===== config.mk =====
export PLATFORM = sky130hd
export DESIGN_NAME = uart_tx
export DESIGN_NICKNAME = d
export VERILOG_FILES = /design/src/rtl/uart_tx.sv
export SDC_FILE = /design/constraint.sdc
export NUM_CORES = 1
export LEC_CHECK = 0
export BUFFER_PORTS_ARGS = -buffer_cell sky130_fd_sc_hd__buf_2
export CAP_MARGIN = 20
export CELL_PAD_IN_SITES_DETAIL_PLACEMENT = 1
export CELL_PAD_IN_SITES_GLOBAL_PLACEMENT = 1
export CORE_AREA = 2 2 115 117
export DETAILED_ROUTE_END_ITERATION = 7
export DIE_AREA = 0 0 117 119
export GPL_TIMING_DRIVEN = 0
export PLACE_DENSITY = 0.75
export REMOVE_ABC_BUFFERS = 1
export SYNTH_ARGS = -nofsm -noshare
export SYNTH_HDL_FRONTEND = slang
export SYNTH_SLANG_ARGS = --single-unit

===== constraint.sdc =====
create_clock -name clk -period 8.09 [get_ports clk]
set_input_delay 1.618 -clock clk [delete_from_list [all_inputs] [get_ports clk]]
set_output_delay 1.618 -clock clk [all_outputs]
set_load 0.01 [all_outputs]

===== src/rtl/uart_tx.sv =====
// uart_tx: memory-mapped 8N1 UART transmitter with a small byte FIFO.
// TXDATA at word 0 queues a byte; STATUS at word 1 reports busy/full/overflow/occupancy.
module uart_tx #(
    parameter int CLKS_PER_BIT = 868,
    parameter int FIFO_DEPTH   = 8
) (
    input  logic        clk,
    input  logic        rst_n,
    input  logic        sel,
    input  logic        store_enable,
    input  logic        load_enable,
    input  logic [1:0]  address,
    input  logic [31:0] data_in,
    output logic [31:0] data_out,
    output logic        uart_rxd_out,
    output logic        tx_busy
);

    localparam int PTR_W  = $clog2(FIFO_DEPTH);
    localparam int CNT_W  = PTR_W + 1;
    localparam int BAUD_W = $clog2(CLKS_PER_BIT);

    localparam logic [BAUD_W-1:0] BAUD_LAST = BAUD_W'(CLKS_PER_BIT - 1);
    localparam logic [CNT_W-1:0]  DEPTH_C   = CNT_W'(FIFO_DEPTH);

    typedef enum logic [1:0] {IDLE, START, DATA, STOP} state_t;

    state_t             state, state_next;
    logic [BAUD_W-1:0]  baud_cnt, baud_next;
    logic [2:0]         bit_idx, bit_next;
    logic [7:0]         shift, shift_next;

    logic [7:0]         fifo_mem [FIFO_DEPTH];
    logic [PTR_W-1:0]   wr_ptr, rd_ptr;
    logic [CNT_W-1:0]   count, count_next;
    logic               overflow;

    logic               fifo_empty, fifo_full;
    logic               push_req, push, pop, ovf_set, status_rd, read_en;
    logic               rxd_next, busy_next;
    logic [31:0]        status_word, read_word;

    // Upper store-data bits carry no meaning for TXDATA.
    logic               unused_data;
    assign unused_data = ^data_in[31:8];

    assign fifo_empty = (count == '0);
    assign fifo_full  = (count == DEPTH_C);

    // Bus decode: a push to a full FIFO still lands if the transmitter frees a slot on the same edge.
    always_comb begin
        push_req  = sel && store_enable && (address == 2'd0);
        push      = push_req && (!fifo_full || pop);
        ovf_set   = push_req && fifo_full && !pop;
        read_en   = sel && load_enable && !store_enable;
        status_rd = read_en && (address == 2'd1);
        count_next = count;
        case ({push, pop})
            2'b10:   count_next = count + 1'b1;
            2'b01:   count_next = count - 1'b1;
            default: count_next = count;
        endcase
    end

    // Transmit FSM next-state logic: baud timing, bit sequencing and FIFO pops.
    always_comb begin
        state_next = state;
        baud_next  = baud_cnt + 1'b1;
        bit_next   = bit_idx;
        shift_next = shift;
        pop        = 1'b0;
        case (state)
            IDLE: begin
                baud_next = '0;
                if (!fifo_empty) begin
                    pop        = 1'b1;
                    shift_next = fifo_mem[rd_ptr];
                    state_next = START;
                end
            end
            START: begin
                if (baud_cnt == BAUD_LAST) begin
                    baud_next  = '0;
                    bit_next   = 3'd0;
                    state_next = DATA;
                end
            end
            DATA: begin
                if (baud_cnt == BAUD_LAST) begin
                    baud_next  = '0;
                    shift_next = shift >> 1;
                    if (bit_idx == 3'd7) begin
                        state_next = STOP;
                    end else begin
                        bit_next = bit_idx + 1'b1;
                    end
                end
            end
            STOP: begin
                if (baud_cnt == BAUD_LAST) begin
                    baud_next = '0;
                    if (!fifo_empty) begin
                        pop        = 1'b1;
                        shift_next = fifo_mem[rd_ptr];
                        state_next = START;
                    end else begin
                        state_next = IDLE;
                    end
                end
            end
            default: state_next = IDLE;
        endcase
    end

    // Output values are derived from the upcoming state so the registered line changes on the same edge as the FSM.
    always_comb begin
        case (state_next)
            START:   rxd_next = 1'b0;
            DATA:    rxd_next = shift_next[0];
            default: rxd_next = 1'b1;
        endcase
        busy_next = (state_next != IDLE) || (count_next != '0);
    end

    // Read mux: only STATUS carries information, every other offset reads zero.
    always_comb begin
        status_word      = '0;
        status_word[0]   = tx_busy;
        status_word[1]   = fifo_full;
        status_word[2]   = overflow;
        status_word[8:4] = 5'(count);
        read_word        = '0;
        if (address == 2'd1) begin
            read_word = status_word;
        end
    end

    // FSM, shift register and registered serial line; reset forces the line idle at once.
    always_ff @(posedge clk or negedge rst_n) begin
        if (!rst_n) begin
            state        <= IDLE;
            baud_cnt     <= '0;
            bit_idx      <= 3'd0;
            shift        <= 8'd0;
            uart_rxd_out <= 1'b1;
            tx_busy      <= 1'b0;
        end else begin
            state        <= state_next;
            baud_cnt     <= baud_next;
            bit_idx      <= bit_next;
            shift        <= shift_next;
            uart_rxd_out <= rxd_next;
            tx_busy      <= busy_next;
        end
    end

    // FIFO pointers and occupancy; reset discards anything queued.
    always_ff @(posedge clk or negedge rst_n) begin
        if (!rst_n) begin
            wr_ptr <= '0;
            rd_ptr <= '0;
            count  <= '0;
        end else begin
            if (push) wr_ptr <= wr_ptr + 1'b1;
            if (pop)  rd_ptr <= rd_ptr + 1'b1;
            count <= count_next;
        end
    end

    // FIFO storage needs no reset since occupancy guards every read.
    always_ff @(posedge clk) begin
        if (push) begin
            fifo_mem[wr_ptr] <= data_in[7:0];
        end
    end

    // Registered read data and sticky overflow; a new overflow beats a clearing STATUS read.
    always_ff @(posedge clk or negedge rst_n) begin
        if (!rst_n) begin
            data_out <= 32'd0;
            overflow <= 1'b0;
        end else begin
            if (read_en) data_out <= read_word;
            if (ovf_set) begin
                overflow <= 1'b1;
            end else if (status_rd) begin
                overflow <= 1'b0;
            end
        end
    end

endmodule


# Word level (Yosys, flattened, before mapping)
# Memory sizes are Yosys's and may differ from the RTL's.
# Cells that the tools add are included.
[totals]
ram_bits = 64
elab_cells = 85
n_memories = 1
reg_bits = 68
in_bits = 39
[mem_list]
columns = ["memory", "words", "width", "read_ports", "rd_ports_with_merged_regs", "write_ports", "line_no", "text"]
rows = [
  ["fifo_mem", 8, 8, 1, 0, 1, "33", "logic [7:0] fifo_mem [FIFO_DEPTH];"],
]
[op_classes]
muxes = 27
n_reduce_logical = 24
n_eq_ne = 15
addsub = 6
[ops]
columns = ["cell", "n"]
rows = [
  ["$mux 8", 4],
  ["$pmux 8 s3", 1],
  ["$pmux 10 s2", 1],
  ["$add 10x1->10 const B", 1],
  ["$eq 10x10->1 const B", 1],
  ["$mux 10", 1],
  ["$mux 2", 5],
  ["$add 3x1->3 const B", 3],
  ["$mux 3", 3],
  ["$eq 2x1->1 const B", 4],
  ["$eq 2x2->1 const B", 4],
  ["$logic_and 1x1->1", 8],
  ["$ne 2x2->1 const B", 4],
  ["$pmux 2 s4", 1],
  ["$pmux 4 s2", 1],
  ["$mux 1", 7],
  ["$pmux 3 s2", 1],
  ["$reduce_bool 2->1", 3],
  ["$add 4x1->4 const B", 1],
  ["$eq 4x4->1 const B", 1],
  ["$logic_not 2->1", 2],
  ["$logic_not 4->1", 1],
  ["$pmux 1 s2", 2],
  ["$reduce_and 4->1", 1],
  ["other kinds (8)", 11],
]

# Longest topological paths before layout
# Gate-level depths: netlist of the first run.
[depth]
word_depth = 10
mapped_depth = 14
ltp_nobuf = 13

# Worst setup path after synthesis of the first run
# OpenSTA, ideal clock, no wires.
[synth_timing]
path_kind = "input -> register"
from = "input port address[0]"
to = "register tx_busy"
arrival_ns = 3.475
setup_slack_ns = 4.482
path_stages = 7
setup_ns = 0.133
path_buffers = 0
path_cell_list = "nor3_1 -> nand2_1 -> ha_1 -> or4bb_1 -> a211oi_1 -> xor2_1 -> nand4bb_1"
[synth_between]
elab_chain_cells = 7
elab_cells_between_ends = 8
[synth_rtl]
columns = ["item", "line_no", "text"]
rows = [
  ["start: declaration", "12", "input logic [1:0] address,"],
  ["$logic_not 2->1 (*)", "52", "push_req = sel && store_enable && (address == 2'd0);"],
  ["$logic_and 1x1->1 (*)", "52", ""],
  ["$logic_and 1x1->1 (*)", "53", "push = push_req && (!fifo_full || pop);"],
  ["$eq 2x1->1 / $eq 2x2->1 (equally long branches)", "58", "case ({push, pop})"],
  ["$pmux 4 s2 (*)", "58", ""],
  ["via count_next[3]", "35", "logic [CNT_W-1:0] count, count_next;"],
  ["$reduce_bool 4->1 (*)", "122", "busy_next = (state_next != IDLE) || (count_next != '0);"],
  ["$logic_or 1x1->1 (*)", "122", ""],
  ["via busy_next", "40", "logic rxd_next, busy_next;"],
  ["end signal: assignment", "153", "tx_busy <= busy_next;"],
  ["end: declaration", "16", "output logic tx_busy"],
]
# Mark *: on every way through the listed nets, which the timed path passes. The rest lies on a longest branch.
# A chain may end at the register's enable or synchronous reset.

# Worst setup path in the final report of the first run
[layout_timing]
from = "register baud_cnt[0]"
to = "register tx_busy"
[layout_between]
elab_chain_cells = 9
elab_cells_between_ends = 15
[layout_rtl]
columns = ["item", "line_no", "text"]
rows = [
  ["start: declaration", "29", "logic [BAUD_W-1:0] baud_cnt, baud_next;"],
  ["start signal: assignment", "149", "baud_cnt <= baud_next;"],
  ["$eq 10x10->1 (*)", "100", "if (baud_cnt == BAUD_LAST) begin"],
  ["$mux 1 (*)", "100", ""],
  ["$pmux 1 s2 (*)", "72", "case (state)"],
  ["$logic_or 1x1->1", "53", ""],
  ["$logic_and 1x1->1", "53", ""],
  ["$eq 2x1->1 / $eq 2x2->1 (equally long branches)", "58", ""],
  ["$pmux 4 s2 (*)", "58", ""],
  ["via count_next[3]", "35", ""],
  ["$reduce_bool 4->1 (*)", "122", ""],
  ["$logic_or 1x1->1 (*)", "122", ""],
  ["via busy_next", "40", ""],
]
# Marked as above.

==> metrics.md, run 1 <==
| Metric | Value |
|---|---|
| DRC | 0 |
| CP max stage delay | 0.59 ns |
| CTS Buf Count | 9 |
| Initial antenna violation count | 0 |
| Switch Pwr | 0.000537 W |
| Ys Warns | 0 |
| # diodes | 0 |
| Placed cells | 542 |
| Post-route ant nets | 0 |
| HP Class | reg2reg |
| Crit share post-route | 0.486 |
| Switching portion of total power | 0.326 |
| Post-synth EDFFs | 64 |
| Clock root buffer | clkbuf_16 |
| Rel. slew slack | 0.342 |
| CP Cell Sequence | ha_1 > nor3b_2 > a41oi_1 > o211ai_1 > nand2_1 > ha_1 > or4bb_1 > a211oi_1 > xor2_1 > nand4bb_1 |
| Commonest cells post-synth | 64 x edfxtp_1, 42 x dfrtp_1, 32 x nor2_1 |
| Overall routing resource usage | 0.146 |
| # clock sinks | 107 |
| Crit-path slowest cell | o211ai_1 |
| WP data required | 8.31 ns |
| Yosys top cell by area | edfxtp_1 |
| #FFs+latches synth | 107 |
| Fillcell total | 1358 |
| Startpoint Class | register |
| Vias after detailed routing | 2838 |
| I/O Pins | 73 |
| RSZ-0062 raised after global routing | false |
| CTS tree | done |
| Fin. Hold Viols | 0 |
| Top FF cell, synth | edfxtp_1 |
| PostCTS Resize Cnt | 0 |
| Post-DP HPWL | 6350 um |
| Core Box Area | 12900 um2 |
| Max Clk Rate | 0.254 GHz |
| Area share of the largest cell type after synthesis | 0.388 |
| Clock power frac | 0.249 |
| Pwr dens | 304 nW/um2 |
| Iter 0 DRT Violations | 103 |
| Setup Crit Path Kind | reg2reg |
| Comb pwr share | 0.285 |
| Seq/Total Area, Yosys | 0.605 |
| Non-filler instance count after layout | 558 |
| Worst vdd ir | 0.000135 V |
| Vias in the first global route | 3044 |
| Worst setup EP type | register |
| Share of cells above drive strength 1 | 0.183 |
| IO buf count | 23 |
| Final #Nets | 430 |
| Layout area overhead | 9.37% |
| Yosys cell types | 51 |
| Crit path time final | 3.93 ns |
| Die height | 119 um |
| Largest net degree at the start of global routing | 44 |
| First-pass GRT wire length | 15300 um |
| Clk buf depth | 2 |
| Drt wl/cell | 16.7 um |
| DIE AREA | 13900 um2 |
| Worst Path Arrival | 4.15 ns |
| Synthesized area | 4960 um2 |
| FF/Latch Area | 3000 um2 |
| Synth async-reset ratio | 0.402 |
| Crit Path Max Fanout | 11 |
| Final-report setup violation count | 0 |
| Most used cell, CP | ha_1 |
| Max-Cap Viols | 0 |
| Outcome | completed |
| Int Pwr | 0.00111 W |
| CTS clk-pin slew, worst paths | 0.07 ns |
| Row count | 42 |
| Syn_area_per_cell | 13.7 um2 |
| Worst Tran Pin Value | 0.988 ns |
| Main area contributors after synthesis | edfxtp_1 39%, dfrtp_1 21%, mux4_2 7.3% |
| TNS Setup | 0 ns |
| Multi-input gate area | 1760 um2 |
| Worst Clk Skew | 0.00567 ns |
| Drt total wl | 9300 um |
| Reg power frac | 0.466 |
| Die X | 117 um |
| Mapped Cells | 362 |
| Latest clock arrival within the worst-skew pair | 0.35 ns |
| Most numerous cell in the Yosys netlist | edfxtp_1 |
| Gpl congestion | 0.749 |
| Leakage power total | 2.10 nW |
| 1st-pass router iterations | 5 |
| Overflow after GRT | 0 |
| Vias per cell | 5.09 |
| CTS Hold Buffers Added | 0 |
| Final Max Tran Viols | 0 |
| Post-CTS Setup Bufs | 0 |
| Starting Density | 0.385 |
| H-tree depth | 3 |
sequential cells by signal, indices dropped and copies added, names as in the netlist:
register and flops:
wr_ptr 3, tx_busy 1, overflow 1, uart_rxd_out 1, fifo_mem 64, state 2
count 4, bit_idx 3, shift 8, rd_ptr 3, baud_cnt 10, data_out 7
per-layer routing:
| metal | part of all wire | track usage | vias to the layer above | routed length, um |
|---|---|---|---|---|
| met2 | 0.52 | 0.249 | 53 | 4830 |
| met1 | 0.43 | 0.180 | 1448 | 4020 |
| li1 | - | - | 1327 | - |
| met3 | 0.037 | 0.0402 | 10 | 348 |
| met4 | 0.011 | 0.0412 | 0 | 103 |
| met5 | 0 | 0 | - | 0 |
final timing paths:
check	start	end	slack (ns)	cells past startpoint
worst min-delay path	data_out[6]	data_out[6]	0.48	2
worst max-delay path	baud_cnt[0]	tx_busy	4.16	10
worst max register to register	baud_cnt[0]	tx_busy	4.16	10
max in group asynchronous	rst_n	shift[5]	6.05	1
min in group asynchronous	rst_n	data_out[6]	1.43	1
worst min register to register	data_out[6]	data_out[6]	0.48	2
critical path, delay by kind of cell (launching register included):
| family | cells | cell delay (ns) |
|---|---|---|
| fa+ha+maj | 2 | 0.59 |
| xor+xnor | 1 | 0.12 |
| simple gates | 4 | 1.35 |
| compound gates | 3 | 1.36 |
| flops | 1 | 0.38 |
power groups by stage:
stage | Combinational [W] | Sequential, W | Clock (W)
floorplan | 0.000336 | 0.000760 | 0
global placement | 0.000416 | 0.000791 | 0
detailed placement | 0.000439 | 0.000799 | 0
CTS | 0.000441 | 0.000788 | 0.000422
global route | 0.000524 | 0.000783 | 0.000441
finish | 0.000470 | 0.000767 | 0.000410
cell families after synthesis:
family          Yosys count  share of synthesized area
buf+inv                  49                     0.0601
xor+xnor                 17                     0.0300
simple gates             95                     0.0967
other cells               1                   0.000757
fa+ha+maj                13                     0.0328
mux                      27                     0.0957
flops                   107                      0.605
compound gates           53                     0.0788
cell type report:
type,instances,share of cell area
clock inverter,5,0.00877
multi-input combinational,230,0.325
tap,176,0.0406
clock buffer,10,0.0422
sequential,107,0.553
timing repair buffer,24,0.0263
inverter,6,0.00416
metrics by stage:
stage | cell area [um2] | hold WS, ns | setup slack (ns) | utilization | total power, W
detailed placement | 5120 | 0.471 | 4.04 | 0.397 | 0.00124
floorplan | 4770 | 0.447 | 4.48 | - | 0.00110
global route | 5420 | 0.509 | 3.82 | 0.421 | 0.00175
finish | 5420 | 0.479 | 4.16 | 0.421 | 0.00165
global placement | 5110 | 0.458 | 4.11 | 0.397 | 0.00121
CTS | 5390 | 0.487 | 4.11 | 0.419 | 0.00165
placed cells by master, fill, tap and decap left out, drive strengths merged, types with 2 or more instances in the layout:
master	n
a211oi	8
clkbuf	10
inv	8
dfrtp	42
a31o	6
o211ai	2
conb	25
a21oi	3
a22o	9
ha	13
nand3b	2
clkinv	2
nand3	7
nand4	3
and3	3
nor2	32
nand2	23
mux2	3
or4	3
edfxtp	64
mux2i	8
nand2b	4
o21ai	15
buf	24
nor3	8
mux4	16
xnor2	6
xor2	11
a21o	2
(Power assumes the default switching activity.)
==> run 2: changes to the inputs <==
Settings changed: PLACE_DENSITY 0.75 to 0.77.
Clock period 8.09 ns to 3.3 ns, I/O delays scaled along.
==> metrics.md, run 2 (synthesis results as in run 1) <==
| Metric | Value |
|---|---|
| Outcome | completed |
| Vias per cell | 5.13 (+0.83%) |
| Worst Clk Skew | 0.00959 ns (+0.00391 ns) |
| Placed cells | 544 (+0.37%) |
| FF/Latch Area | 3000 um2 (unchanged) |
| Biggest regs | fifo_mem (64), baud_cnt (10), shift (8) |
| Iter 0 DRT Violations | 121 (+17%) |
| Row count | 42 (unchanged) |
| Worst vdd ir | 0.000344 V (+160%) |
| Pwr dens | 769 nW/um2 (+150%) |
| Crit Path Max Fanout | 6 (-5) |
| Non-filler instance count after layout | 570 (+2.2%) |
| Layout area overhead | 12.7% |
| Die X | 117 um (unchanged) |
| Drt total wl | 10100 um (+8.6%) |
| Fin. Hold Viols | 0 (unchanged) |
| CTS Buf Count | 9 (unchanged) |
| H-tree depth | 3 (unchanged) |
| Core Box Area | 12900 um2 (unchanged) |
| Rel. slew slack | 0.355 (+0.0135) |
| Max Clk Rate | 0.323 GHz (+27%) |
| Share of cells above drive strength 1 | 0.223 (+0.0401) |
| # clock sinks | 107 (unchanged) |
| DRC | 0 (unchanged) |
| Final #Nets | 441 (+2.6%) |
| Vias after detailed routing | 2923 (+3.0%) |
| Final Util | 0.434 (+0.0130) |
| Overall routing resource usage | 0.157 (+0.0110) |
| DP Area | 5120 um2 (about the same) |
| Crit-path slowest cell | or4bb_1 |
| Max-Cap Viols | 0 (unchanged) |
| Fin area | 5590 um2 (+3.1%) |
| Final Total Pwr | 0.00430 W (+160%) |
| 1st-pass router iterations | 5 (unchanged) |
| Delay-heaviest family, CP | simple AND/OR/NAND/NOR gates |
| First-pass GRT wire length | 16400 um (+6.8%) |
| Post-route ant nets | 0 (unchanged) |
| Clk buf depth | 2 (unchanged) |
| Buf/Inv on CP | 1 (+1) |
| Worst setup EP type | register |
| CTS Hold Buffers Added | 0 (unchanged) |
| Largest net degree at the start of global routing | 44 (unchanged) |
| Crit path time final | 3.09 ns (-0.838 ns) |
| Max FFs per register | 64 (unchanged) |
| Commonest non-fill, non-tap cell in the layout | edfxtp_1 |
| CP max stage delay | 0.52 ns (-0.07 ns) |
| Final-report setup violation count | 0 (unchanged) |
| Initial antenna violation count | 0 (unchanged) |
| I/O Pins | 73 (unchanged) |
| CTS clk-pin slew, worst paths | 0.07 ns (about the same) |
| WP data required | 3.51 ns (-4.80 ns) |
| Crit share post-route | 0.937 (+0.451) |
| Post-DP HPWL | 6600 um (+4.0%) |
| IO buf count | 23 (unchanged) |
| CP Cell Sequence | ha_4 > nor3b_4 > a41oi_4 > o211ai_1 > buf_4 > nand2_2 > ha_2 > or4bb_1 > a211oi_2 > xor2_1 > nand4bb_1 |
| Gpl congestion | 0.756 (+1.0%) |
| Clock root buffer | clkbuf_16 |
| Most frequent cells in the layout | 64 x edfxtp_1, 42 x dfrtp_1, 32 x nor2_1 |
| Vias in the first global route | 3103 (+1.9%) |
| Leakage power total | 2.17 nW (+3.4%) |
| HP Class | in2async |
| Worst Path Arrival | 3.30 ns (-0.85 ns) |
| Drt wl/cell | 17.7 um (+6.3%) |
| Biggest register | fifo_mem |
| Final Max Tran Viols | 0 (unchanged) |
| Fillcell total | 1346 (-0.88%) |
| Multi-input gate area | 1800 um2 (+2.6%) |
| Starting Density | 0.385 (unchanged) |
| Setup Crit Path Kind | reg2reg |
| Worst Tran Pin Value | 0.967 ns (-0.0203 ns) |
| CTS tree | done |
| Die height | 119 um (unchanged) |
| Startpoint Class | register |
| DIE AREA | 13900 um2 (unchanged) |
| Overflow after GRT | 0 (unchanged) |
| Latest clock arrival within the worst-skew pair | 0.35 ns (about the same) |
| # diodes | 0 (unchanged) |
[run 2: stage by stage]
stage	setup WS [ns]	hold WS (ns)	TNS (ns)
CTS	0.0302	0.490	0
detailed placement	-0.736	0.473	-12.36
finish	0.207	0.467	0
global placement	-0.484	0.458	-10.09
global route	-0.00625	0.511	-0.00625
floorplan	0.108	0.364	0
[run 2: cell type report]
class	instances	share of cell area
clock buffer	9	0.0403
clock inverter	7	0.0163
inverter	6	0.00403
multi-input combinational	230	0.323
sequential	107	0.537
tap	176	0.0394
timing repair buffer	35	0.0403
[run 2: path summary, 6_finish.rpt]
kind / from / end / depth (start not counted) / slack, ns
setup / recovery: baud_cnt[0] / tx_busy / 11 / 0.21
hold / removal: rst_n / baud_cnt[5] / 1 / 0.47
setup reg to reg: baud_cnt[0] / tx_busy / 11 / 0.21
hold reg to reg: data_out[5] / data_out[5] / 2 / 0.48
max in group asynchronous: rst_n / bit_idx[1] / 1 / 2.24
min in group clk: data_out[5] / data_out[5] / 2 / 0.48
[run 2: layer usage]
layer  vias to the layer above  GRT usage  part of all wire  routed length (um)
met2                        58      0.273              0.54                5440
met1                      1507      0.191              0.41                4190
li1                       1348          -                 -                   -
met3                        10     0.0372             0.033                 337
met4                         0     0.0485             0.013                 131
met5                         -          0                 0                   0
[run 2: power breakdown]
group          total, W  internal (W)  switching, W
clock           0.00113      0.000610      0.000519
combinational   0.00128      0.000675      0.000600
sequential      0.00189       0.00160      0.000295
[run 2: repair_timing]
item                                    in CTS  in global routing
endpoints found under the setup margin      68                  1
pin swaps                                    1                  1
hold endpoints to repair                     0                  0
buffers inserted                             3                  6
gates resized for setup                      8                  2
==> run 3: changes to the inputs <==
Settings changed: ABC_CLOCK_PERIOD_IN_PS set to 3300, CORE_AREA 2 2 115 117 to 2 2 112 114, DIE_AREA 0 0 117 119 to 0 0 114 116, PLACE_DENSITY 0.77 to 0.81.
==> metrics.md, run 3 (synthesis results as in run 1) <==
| Metric | Value |
|---|---|
| CTS Buf Count | 9 (unchanged) |
| IO buf count | 23 (unchanged) |
| Pwr dens | 754 nW/um2 (-1.9%) |
| HP Class | in2async |
| Vias after detailed routing | 2905 (-0.62%) |
| Fillcell total | 1226 (-8.9%) |
| Core Box Area | 11900 um2 (-7.5%) |
| # diodes | 0 (unchanged) |
| Latest clock arrival within the worst-skew pair | 0.35 ns (about the same) |
| Biggest regs | fifo_mem (64), baud_cnt (10), shift (8) |
| Setup Crit Path Kind | reg2reg |
| Crit share post-route | 0.950 (+0.0133) |
| Crit path time final | 3.14 ns (+0.0439 ns) |
| Biggest register | fifo_mem |
| Clock root buffer | clkbuf_16 |
| Share of cells above drive strength 1 | 0.206 (-0.0177) |
| CP Cell Sequence | ha_2 > nor3b_4 > a41oi_4 > o211ai_1 > nand2_2 > ha_1 > or4bb_1 > a211oi_2 > xor2_1 > nand4bb_1 |
| Commonest non-fill, non-tap cell in the layout | edfxtp_1 |
| Overflow after GRT | 0 (unchanged) |
| CP max stage delay | 0.55 ns (+0.03 ns) |
| Clk buf depth | 2 (unchanged) |
| Layout area overhead | 10.3% |
| Vias per cell | 5.42 (+5.7%) |
| Startpoint Class | register |
| Post-DP HPWL | 6540 um (-0.90%) |
| Drt wl/cell | 18.2 um (+2.8%) |
| Most frequent cells in the layout | 64 x edfxtp_1, 42 x dfrtp_1, 32 x nor2_1 |
| Rel. slew slack | 0.360 (+0.00448) |
| Max Clk Rate | 0.319 GHz (-1.4%) |
| First-pass GRT wire length | 16000 um (-2.0%) |
| Worst Path Arrival | 3.36 ns (+0.06 ns) |
| Drt total wl | 9760 um (-3.3%) |
| Final critical-path setup slack | 0.163 ns (-0.0439 ns) |
| Row count | 40 (-4.8%) |
| Post-route ant nets | 0 (unchanged) |
| I/O Pins | 73 (unchanged) |
| Vias in the first global route | 3196 (+3.0%) |
| Worst Tran Pin Value | 0.961 ns (-0.00673 ns) |
| Die X | 114 um (-2.6%) |
| # clock sinks | 107 (unchanged) |
| CTS tree | done |
| CTS clk-pin slew, worst paths | 0.07 ns (about the same) |
| Max FFs per register | 64 (unchanged) |
| Leakage power total | 2.12 nW (-2.3%) |
| DIE AREA | 13200 um2 (-5.0%) |
| Gpl congestion | 0.765 (+1.2%) |
| Starting Density | 0.416 (+0.0311) |
| Worst setup EP type | register |
| WP data required | 3.52 ns (about the same) |
| Setup WS pre-CTS | -0.565 ns (+0.171 ns) |
| Fin. Hold Viols | 0 (unchanged) |
| DRC | 0 (unchanged) |
| Final Util | 0.459 (+0.0250) |
| RSZ-0062 raised after global routing | false |
| Final #Nets | 436 (-1.1%) |
| Die height | 116 um (-2.5%) |
| Initial antenna violation count | 0 (unchanged) |
| Crit Path Max Fanout | 5 (-1) |
| Largest net degree at the start of global routing | 44 (unchanged) |
| Max-Cap Viols | 0 (unchanged) |
| Final-report setup violation count | 0 (unchanged) |
| H-tree depth | 3 (unchanged) |
| Overall routing resource usage | 0.159 (+0.00201) |
| Crit-path slowest cell | or4bb_1 |
| Outcome | completed |
| 1st-pass router iterations | 4 (-1) |
| Worst vdd ir | 0.000636 V (+85%) |
| Worst Clk Skew | 0.00666 ns (-0.00293 ns) |
| Final Max Tran Viols | 0 (unchanged) |
| Iter 0 DRT Violations | 160 (+32%) |
==> run 3: metal layers <==
metal / share of wire / wire length, um / global-route usage / up-vias
met1: 0.41 / 4040 / 0.184 / 1487
met2: 0.54 / 5270 / 0.296 / 65
met5: 0 / 0 / 0 / -
met3: 0.034 / 336 / 0.0361 / 9
li1: - / - / - / 1344
met4: 0.011 / 112 / 0.0439 / 0
==> run 3: repair_timing <==
action	CTS	global route
setup endpoints to repair	65	3
gates resized for setup	5	4
pin swaps	1	2
setup buffers	2	2
hold buffers	0	0
==> run 3: path summary, 6_finish.rpt <==
| kind | startpoint | end | slack (ns) | cells past startpoint |
|---|---|---|---|---|
| max in group asynchronous | rst_n | bit_idx[2] | 2.24 | 1 |
| worst min register to register | data_out[7] | data_out[7] | 0.48 | 2 |
| worst max register to register | baud_cnt[0] | tx_busy | 0.16 | 10 |
| min in group clk | data_out[7] | data_out[7] | 0.48 | 2 |
| worst min-delay path | rst_n | data_out[0] | 0.46 | 1 |
| worst max-delay path | baud_cnt[0] | tx_busy | 0.16 | 10 |
==> run 3: through the flow <==
step                cell area (um2)  hold slack (ns)  setup TNS [ns]  total power (W)  std cells
floorplan                      4770            0.364               0          0.00269        343
global placement               5070            0.457          -10.11          0.00296        513
detailed placement             5080            0.473          -11.53          0.00304        515
CTS                            5410            0.489               0          0.00408        533
global route                   5470            0.522               0          0.00437        536
finish                         5470            0.464               0          0.00413        536
==> run 3: critical path: cells and delay by family (launching register included) <==
kind | cells | cell delay, ns
AOI/OAI and AO/OA | 3 | 0.77
xor gates and xnor gates | 1 | 0.11
adders and majority gates | 2 | 0.56
DFF | 1 | 0.41
and+or+nand+nor | 4 | 1.16
==> run 3: layout make-up <==
type                    instances  area, um2  share of cell area
clock buffers                  11        233              0.0426
clock inverters                 5       43.8             0.00801
inverters                       6       22.5             0.00412
multi-input cells             230       1800               0.329
flip-flops and latches        107       3000               0.549
well taps                     147        184              0.0336
repair buffers                 30        188              0.0343
==> run 3: power breakdown <==
group	switching [W]	leakage, nW	internal (W)
clock network	0.000476	0.129	0.000523
registers	0.000286	1.14	0.00160
logic	0.000594	0.853	0.000647
total	0.00136	2.12	0.00277
